File: src/rtl/mc_ctrl_fsm.sv
// mc_ctrl_fsm: multi-cycle MIPS-subset main control unit.
// Steps each instruction through fetch, decode, execute, memory and writeback,
// driving the ALU datapath selects plus the PC/IR/register-file/memory enables.
//
// The PC increment is one word (ADDR_INC = 1), so FETCH selects the constant-1
// ALU operand. This is fixed and therefore not a parameter.
//
// Build option MC_CTRL_MEM_HANDSHAKE_EN:
//   defined   - FETCH, MEM_RD and MEM_WR wait for mem_ready_i.
//   undefined - mem_ready_i is ignored and treated as 1, so each of those
//               states lasts exactly one cycle.
//
// state    | meaning
// ---------+-------------------------------------------------
// INIT     | reset state, all outputs 0
// FETCH    | read instruction at PC, PC <= PC + 1
// DECODE   | branch target into ALUOut, dispatch on opcode
// MEM_ADDR | lw/sw effective address
// MEM_RD   | data read, held until memory completes
// MEM_WB   | MDR -> rt
// MEM_WR   | data write, held until memory completes
// R_EXEC   | R-type ALU operation chosen by funct
// R_WB     | ALUOut -> rd
// BRANCH   | beq/bne compare, conditional PC load
// JUMP     | PC <= jump target
// I_EXEC   | addi ALU operation
// I_WB     | ALUOut -> rt
module mc_ctrl_fsm (
  input  logic       clk,
  input  logic       rst_n,
  input  logic [5:0] opcode_i,
  input  logic [5:0] funct_i,
  input  logic       zero_i,
  input  logic       mem_ready_i,
  output logic       alu_srcA_o,
  output logic [1:0] alu_srcB_o,
  output logic [2:0] alu_ctrl_o,
  output logic       pc_write_o,
  output logic [1:0] pc_src_o,
  output logic       iord_o,
  output logic       mem_read_o,
  output logic       mem_write_o,
  output logic       ir_write_o,
  output logic       reg_write_o,
  output logic       reg_dst_o,
  output logic       mem_to_reg_o,
  output logic       illegal_op_o,
  output logic [3:0] state_dbg_o
);

  typedef enum logic [3:0] {
    S_INIT     = 4'd0,
    S_FETCH    = 4'd1,
    S_DECODE   = 4'd2,
    S_MEM_ADDR = 4'd3,
    S_MEM_RD   = 4'd4,
    S_MEM_WB   = 4'd5,
    S_MEM_WR   = 4'd6,
    S_R_EXEC   = 4'd7,
    S_R_WB     = 4'd8,
    S_BRANCH   = 4'd9,
    S_JUMP     = 4'd10,
    S_I_EXEC   = 4'd11,
    S_I_WB     = 4'd12
  } state_e;

  localparam logic [5:0] OP_RTYPE = 6'b000000;
  localparam logic [5:0] OP_J     = 6'b000010;
  localparam logic [5:0] OP_BEQ   = 6'b000100;
  localparam logic [5:0] OP_BNE   = 6'b000101;
  localparam logic [5:0] OP_ADDI  = 6'b001000;
  localparam logic [5:0] OP_LW    = 6'b100011;
  localparam logic [5:0] OP_SW    = 6'b101011;

  localparam logic [2:0] ALU_ADD = 3'b000;
  localparam logic [2:0] ALU_SUB = 3'b001;
  localparam logic [2:0] ALU_NOR = 3'b010;
  localparam logic [2:0] ALU_AND = 3'b011;
  localparam logic [2:0] ALU_SLT = 3'b111;

  // Outputs that depend on the state alone; these come straight from flops.
  typedef struct packed {
    logic       alu_src_a;
    logic [1:0] alu_src_b;
    logic [2:0] alu_ctrl;
    logic [1:0] pc_src;
    logic       pc_write;
    logic       iord;
    logic       mem_read;
    logic       mem_write;
    logic       reg_write;
    logic       reg_dst;
    logic       mem_to_reg;
  } moore_t;

  state_e     state_q, state_d;
  moore_t     mo_q;
  logic       mem_ready_eff;
  logic       op_legal;
  logic       funct_legal;
  logic [2:0] funct_alu;

`ifdef MC_CTRL_MEM_HANDSHAKE_EN
  assign mem_ready_eff = mem_ready_i;
`else
  logic mem_ready_unused;
  assign mem_ready_unused = mem_ready_i;
  assign mem_ready_eff    = 1'b1;
`endif

  // Moore output table, evaluated on the next state so outputs are registered.
  function automatic moore_t decode_moore(input state_e s);
    moore_t m;
    m = '0;
    case (s)
      S_FETCH: begin
        m.mem_read  = 1'b1;
        m.alu_src_b = 2'b01;
      end
      S_DECODE: begin
        m.alu_src_b = 2'b11;
      end
      S_MEM_ADDR: begin
        m.alu_src_a = 1'b1;
        m.alu_src_b = 2'b10;
      end
      S_MEM_RD: begin
        m.iord     = 1'b1;
        m.mem_read = 1'b1;
      end
      S_MEM_WB: begin
        m.reg_write  = 1'b1;
        m.mem_to_reg = 1'b1;
      end
      S_MEM_WR: begin
        m.iord      = 1'b1;
        m.mem_write = 1'b1;
      end
      S_R_EXEC: begin
        m.alu_src_a = 1'b1;
      end
      S_R_WB: begin
        m.reg_write = 1'b1;
        m.reg_dst   = 1'b1;
      end
      S_BRANCH: begin
        m.alu_src_a = 1'b1;
        m.alu_ctrl  = ALU_SUB;
        m.pc_src    = 2'b01;
      end
      S_JUMP: begin
        m.pc_src   = 2'b10;
        m.pc_write = 1'b1;
      end
      S_I_EXEC: begin
        m.alu_src_a = 1'b1;
        m.alu_src_b = 2'b10;
      end
      S_I_WB: begin
        m.reg_write = 1'b1;
      end
      default: m = '0;
    endcase
    return m;
  endfunction

  // Opcode legality for the DECODE dispatch.
  always_comb begin
    op_legal = 1'b0;
    case (opcode_i)
      OP_LW, OP_SW, OP_RTYPE, OP_BEQ, OP_BNE, OP_ADDI, OP_J: op_legal = 1'b1;
      default: op_legal = 1'b0;
    endcase
  end

  // R-type funct to ALU operation; unsupported funct leaves the ALU at 000.
  always_comb begin
    funct_legal = 1'b1;
    funct_alu   = ALU_ADD;
    case (funct_i)
      6'b100000: funct_alu = ALU_ADD;
      6'b100010: funct_alu = ALU_SUB;
      6'b100111: funct_alu = ALU_NOR;
      6'b100100: funct_alu = ALU_AND;
      6'b101010: funct_alu = ALU_SLT;
      default: begin
        funct_legal = 1'b0;
        funct_alu   = ALU_ADD;
      end
    endcase
  end

  // Next-state selection.
  always_comb begin
    state_d = state_q;
    case (state_q)
      S_INIT:   state_d = S_FETCH;
      S_FETCH:  if (mem_ready_eff) state_d = S_DECODE;
      S_DECODE: begin
        case (opcode_i)
          OP_LW, OP_SW:   state_d = S_MEM_ADDR;
          OP_RTYPE:       state_d = S_R_EXEC;
          OP_BEQ, OP_BNE: state_d = S_BRANCH;
          OP_ADDI:        state_d = S_I_EXEC;
          OP_J:           state_d = S_JUMP;
          default:        state_d = S_FETCH;
        endcase
      end
      S_MEM_ADDR: state_d = (opcode_i == OP_SW) ? S_MEM_WR : S_MEM_RD;
      S_MEM_RD:   if (mem_ready_eff) state_d = S_MEM_WB;
      S_MEM_WB:   state_d = S_FETCH;
      S_MEM_WR:   if (mem_ready_eff) state_d = S_FETCH;
      S_R_EXEC:   state_d = funct_legal ? S_R_WB : S_FETCH;
      S_R_WB:     state_d = S_FETCH;
      S_BRANCH:   state_d = S_FETCH;
      S_JUMP:     state_d = S_FETCH;
      S_I_EXEC:   state_d = S_I_WB;
      S_I_WB:     state_d = S_FETCH;
      default:    state_d = S_FETCH;
    endcase
  end

  // State and registered Moore outputs; reset clears both at once.
  always_ff @(posedge clk or negedge rst_n) begin
    if (!rst_n) begin
      state_q <= S_INIT;
      mo_q    <= '0;
    end else begin
      state_q <= state_d;
      mo_q    <= decode_moore(state_d);
    end
  end

  // Input-dependent outputs, each qualified by the registered state so that
  // reset silences them without waiting for a clock edge.
  always_comb begin
    alu_ctrl_o   = mo_q.alu_ctrl;
    pc_write_o   = mo_q.pc_write;
    ir_write_o   = 1'b0;
    illegal_op_o = 1'b0;
    case (state_q)
      S_FETCH: begin
        pc_write_o = mem_ready_eff;
        ir_write_o = mem_ready_eff;
      end
      S_DECODE: illegal_op_o = ~op_legal;
      S_R_EXEC: begin
        alu_ctrl_o   = funct_alu;
        illegal_op_o = ~funct_legal;
      end
      S_BRANCH: begin
        if (opcode_i == OP_BEQ)      pc_write_o = zero_i;
        else if (opcode_i == OP_BNE) pc_write_o = ~zero_i;
        else                         pc_write_o = 1'b0;
      end
      default: ;
    endcase
  end

  assign alu_srcA_o   = mo_q.alu_src_a;
  assign alu_srcB_o   = mo_q.alu_src_b;
  assign pc_src_o     = mo_q.pc_src;
  assign iord_o       = mo_q.iord;
  assign mem_read_o   = mo_q.mem_read;
  assign mem_write_o  = mo_q.mem_write;
  assign reg_write_o  = mo_q.reg_write;
  assign reg_dst_o    = mo_q.reg_dst;
  assign mem_to_reg_o = mo_q.mem_to_reg;
  assign state_dbg_o  = state_q;

endmodule

File: config.mk
export PLATFORM = sky130hd
export DESIGN_NAME = mc_ctrl_fsm
export DESIGN_NICKNAME = d
export VERILOG_FILES = /design/src/rtl/mc_ctrl_fsm.sv
export SDC_FILE = /design/constraint.sdc
export NUM_CORES = 1
export LEC_CHECK = 0
export ABC_AREA = 0
export BUFFER_PORTS_ARGS = -buffer_cell sky130_fd_sc_hd__buf_4
export CAP_MARGIN = 10
export CORE_UTILIZATION = 42
export CTS_CLUSTER_SIZE = 12
export DETAILED_ROUTE_END_ITERATION = 10
export PLACE_DENSITY = 0.71
export REMOVE_ABC_BUFFERS = 1
export SKIP_CTS_REPAIR_TIMING = 1
export SLEW_MARGIN = 15
export SYNTH_ARGS = -nofsm -noshare
export SYNTH_HDL_FRONTEND = slang
export SYNTH_SLANG_ARGS = --single-unit
File: constraint.sdc
create_clock -name clk -period 1.5 [get_ports clk]
set_input_delay 0.15 -clock clk [delete_from_list [all_inputs] [get_ports clk]]
set_output_delay 0.15 -clock clk [all_outputs]
set_load 0.02 [all_outputs]
# --- Word level (Yosys, flattened, before mapping) ---
# Cells that the tools add are included.
totals:
  regBits: 19
  inputBits: 16
  out_inout_bits: 21
  elab_cells: 79
classes:
  n_eq_ne: 30
  mux: 24
  bitwise: 3
  reduce_logical: 10
ops:
  columns: ["op", "count"]
  rows:
  - ["$eq A6 B6 Y1 const B", 7]
  - ["$eq A4 B4 Y1 const B", 7]
  - ["$eq A4 B3 Y1 const B", 6]
  - ["$pmux W4 S6", 1]
  - ["$pmux W4 S5", 1]
  - ["$eq A4 B2 Y1 const B", 4]
  - ["$mux W1", 14]
  - ["$eq A6 B3 Y1 const B", 2]
  - ["$pmux W3 S4", 1]
  - ["$reduce_or A2 Y1", 5]
  - ["$eq A4 B1 Y1 const B", 2]
  - ["$reduce_or A7 Y1", 1]
  - ["$eq A6 B2 Y1 const B", 1]
  - ["$eq A6 B4 Y1 const B", 1]
  - ["$logic_not A6 Y1", 1]
  - ["$pmux W2 S3", 1]
  - ["$reduce_or A5 Y1", 1]
  - ["$mux W4", 1]
  - ["$pmux W1 S2", 2]
  - ["$pmux W2 S2", 1]
  - ["$reduce_or A4 Y1", 1]
  - ["$mux W3", 1]
  - ["$not A1 Y1", 3]
  - ["$reduce_or A3 Y1", 1]
  - ["$mux W2", 1]

# --- Logic depth before layout (Yosys ltp) ---
depth:
  ltp_word: 8
  mapped_depth: 7
  mapped_depth_nobuf: 5

# --- Least setup slack after synthesis ---
# No wires, ideal clock.
synth_timing:
  path_kind: "register to output"
  start: "register state_q[0], in the netlist state_dbg_o[0]"
  end: "output alu_ctrl_o[2]"
  arrival_time_ns: 1.507
  t_required_ns: 1.350
  setup_slack_ns: -0.157
  path_stages_with_launch: 6
  path_buffers: 1
  cell_sequence: "dfrtp_1 clkbuf_2 nand2_1 nor2_1 nand2_1 nor3_1"
synth_between:
  elab_chain_len: 2
synth_lines:
  columns: ["element", "line_no", "source"]
  rows:
  - ["from (decl)", "96", "state_e state_q, state_d;"]
  - ["from (signal assigned)", "229", "state_q <= state_d;"]
  - ["$eq A4 B3 Y1", "241", "case (state_q)"]
  - ["$mux W3", "241", null]
  - ["to (decl)", "37", "output logic [2:0] alu_ctrl_o,"]
# Every way passes these cells.

# --- Final worst setup path ---
layout_timing:
  start: "register state_q[3], in the netlist state_dbg_o[3]"
  end: "output alu_ctrl_o[0]"
# The elaborated chain is that of the path after synthesis.

==> impl_metrics.json <==
{
  "status": "finished, violations left",
  "violations": "setup timing",
  "crit_family": "simple AND/OR/NAND/NOR gates",
  "power_frac_comb_pct": 64.3,
  "drc_errors": 0,
  "power.share.switching_pct": 41.3,
  "yosysUniqueCellTypes": 40,
  "ys_seq_elements": 15,
  "reg2reg_depth": 6,
  "grt_usage_pct": 20.7,
  "yosysTopAreaCellShare_pct": 42.1,
  "io_buffers": 35,
  "clock_skew_ns": 0.00108,
  "h-tree-depth": 1,
  "p_leak_nw": 0.725,
  "path_clk_slew_ns": 0.08,
  "layout_commonest_cell": "buf_4",
  "yosys-top-cells-area": "dfrtp_1 42%, nor3_1 3.9%, nor2_1 3.8%",
  "final.setup.worst_slack_ns": -0.244,
  "avgSynthCellArea_um2": 9.39,
  "timing.hold.ws_ns": 0.251,
  "required_ns": 1.35,
  "crit_top_cell": "buf_6",
  "clk_latency_ns": 0.27,
  "die_y_um": 48.1,
  "path_class": "register to output pin",
  "min_path_type": "primary input to asynchronous set/reset pin",
  "final_util_pct": 76.2,
  "crit_fanout": 4,
  "irDropWorstVdd_uv": 1280,
  "routed_wl_um": 2460,
  "worst-path-buf-inv": 2,
  "layout-drive-gt1-share_pct": 58.2,
  "arrival_ns": 1.59,
  "clockBufferDepth": 2,
  "grt_antenna_before_repair": 0,
  "yosys_warnings": 0,
  "postSynth.asyncResetShare_pct": 100,
  "core_area_um2": 1980,
  "rsz0062_at_grt": "true",
  "cts_sinks": 15,
  "vias": 969,
  "p_per_area_nw_per_um2": 1510,
  "drtIter0Drc": 29,
  "cpMaxStageDelayCell": "dfrtp_1",
  "tightest_slew_ns": 0.501,
  "row_count": 16,
  "switchingPower_mw": 0.943,
  "grt-ovfl-total": 0,
  "min_period_ns": 1.74,
  "power_frac_seq_pct": 26.2,
  "relSlewSlack_pct": 66.3,
  "reg2reg_from": "state_dbg_o[2]$_DFF_PN0_",
  "first_pass_iters": 4,
  "area_delta_synth_final_pct": 69.3,
  "fin_crit_sh_pct": 116,
  "cts-root-buf": "clkbuf_4",
  "globalplace.congestion": 0.806,
  "grt_pass1_vias": 829,
  "synth_area_um2": 892,
  "vias_per_cell": 5.24,
  "cp-startpoint": "state_dbg_o[3]$_DFF_PN0_",
  "cts_tree": "yes",
  "setup_violations": 10,
  "crit_path_start_kind": "register",
  "ios": 37,
  "fmax_mhz": 573,
  "diodes": 0,
  "routedWlPerCell_um": 13.3,
  "cts_made_buffers": 3,
  "synthFlopType": "dfrtp_1",
  "path_cells": "nand2b_4 -> or2_4 -> buf_6 -> a22o_1 -> buf_6",
  "reg2reg_slack_ns": -0.10,
  "crit_end": "alu_ctrl_o[0]",
  "dieArea_um2": 2310,
  "synth_edf_count": 0,
  "die_x_um": 48.1,
  "yosys.area.top_type": "dfrtp_1",
  "dp.final_hpwl_um": 1820,
  "cp.depth": 5,
  "synth_cells": 95,
  "intPower_mw": 1.34,
  "start_util_pct": 45.0,
  "hold_viol": 0,
  "cp_slowest_stage_delay_ns": 0.42,
  "p_clk_share_pct": 9.5,
  "fin_nets": 175,
  "grt_max_degree": 16,
  "maxSlewViolCount": 0,
  "reg2reg_to": "mo_q[9]$_DFF_PN0_",
  "ys_seq_area_share_pct": 42.1,
  "grt_pass1_wl_um": 3260,
  "dp_slack_ns": -0.128,
  "max-cap-violations": 0,
  "antenna_left": 0,
  "mostFrequentLayoutCells": "59 x buf_4, 12 x dfrtp_1, 7 x inv_1",
  "endpoint_kind": "output pin"
}
-- Yosys cell counts, types with 2 or more instances --
master,instances
nand3_1,3
nand2b_1,2
a21oi_1,4
nor2_1,9
buf_2,3
nor3b_1,2
and3_1,2
mux2i_1,2
nand2_1,7
inv_1,7
xnor2_1,3
nor3_1,7
dfrtp_1,15
o21ai_0,3
-- state kept, by name (all words and copies together), names as in the netlist --
signal	flops
pc_src_o	1
mem_write_o	1
alu_srcA_o	1
state_dbg_o	4
alu_srcB_o	2
mem_to_reg_o	1
mem_read_o	1
iord_o	1
mo_q	1
reg_write_o	1
reg_dst_o	1
-- worst min-delay path by stage --
stage | to | slack, ns | depth (start not counted)
2_1_floorplan | alu_srcA_o$_DFF_PN0_ | -0.15 | 0
4_1_cts | alu_srcB_o[1]$_DFF_PN0_ | -0.29 | 1
3_5_place_dp | reg_write_o$_DFF_PN0_ | 0.01 | 1
5_1_grt | state_dbg_o[1]$_DFF_PN0_ | 0.25 | 4
3_3_place_gp | reg_write_o$_DFF_PN0_ | 0.006 | 1
6_report | reg_write_o$_DFF_PN0_ | 0.25 | 2
-- cells by family after synthesis --
logic type             share of synthesized area [%]
buffers and inverters                           5.19
XOR/XNOR                                        2.95
AO/OA/AOI/OAI                                   17.8
AND/OR/NAND/NOR                                 28.5
flip-flops                                      42.1
multiplexers                                    3.51
-- cell type report --
class / count / area [um^2]
Multi-Input combinational cell: 69 / 558
Inverter: 7 / 26.3
Sequential cell: 15 / 379
Clock buffer: 4 / 26.3
Timing Repair Buffer: 63 / 487
Tap cell: 27 / 33.8
Fill cell: 124 / 472
-- layer usage --
| layer | up-vias | track usage, % | share of wire (%) |
|---|---|---|---|
| li1 | 468 | - | - |
| met5 | - | 0 | 0 |
| met2 | 52 | 39.5 | 53 |
| met3 | 4 | 6.79 | 6.8 |
| met1 | 445 | 22.1 | 39 |
| met4 | 0 | 3.89 | 1.5 |
-- power by group through the flow --
stage	combinational, mW	clock [mW]	sequential, mW
final	1.47	0.217	0.599
after global routing	1.57	0.249	0.620
after CTS	1.29	0.224	0.583
after detailed placement	1.29	0	0.590
after global placement	1.26	0	0.588
after floorplan	0.508	0	0.744
-- metrics by stage --
stage / instance area [um^2] / setup TNS [ns] / total power [mW] / std cells
3_3_place_gp: 1360 / -0.127 / 1.85 / 179
5_1_grt: 1510 / -2.02 / 2.44 / 185
2_1_floorplan: 872 / -0.543 / 1.25 / 91
6_report: 1510 / -1.05 / 2.28 / 185
3_5_place_dp: 1360 / -0.390 / 1.88 / 179
4_1_cts: 1390 / -1.78 / 2.10 / 183
No activity file was read; power rests on OpenSTA's default activity.
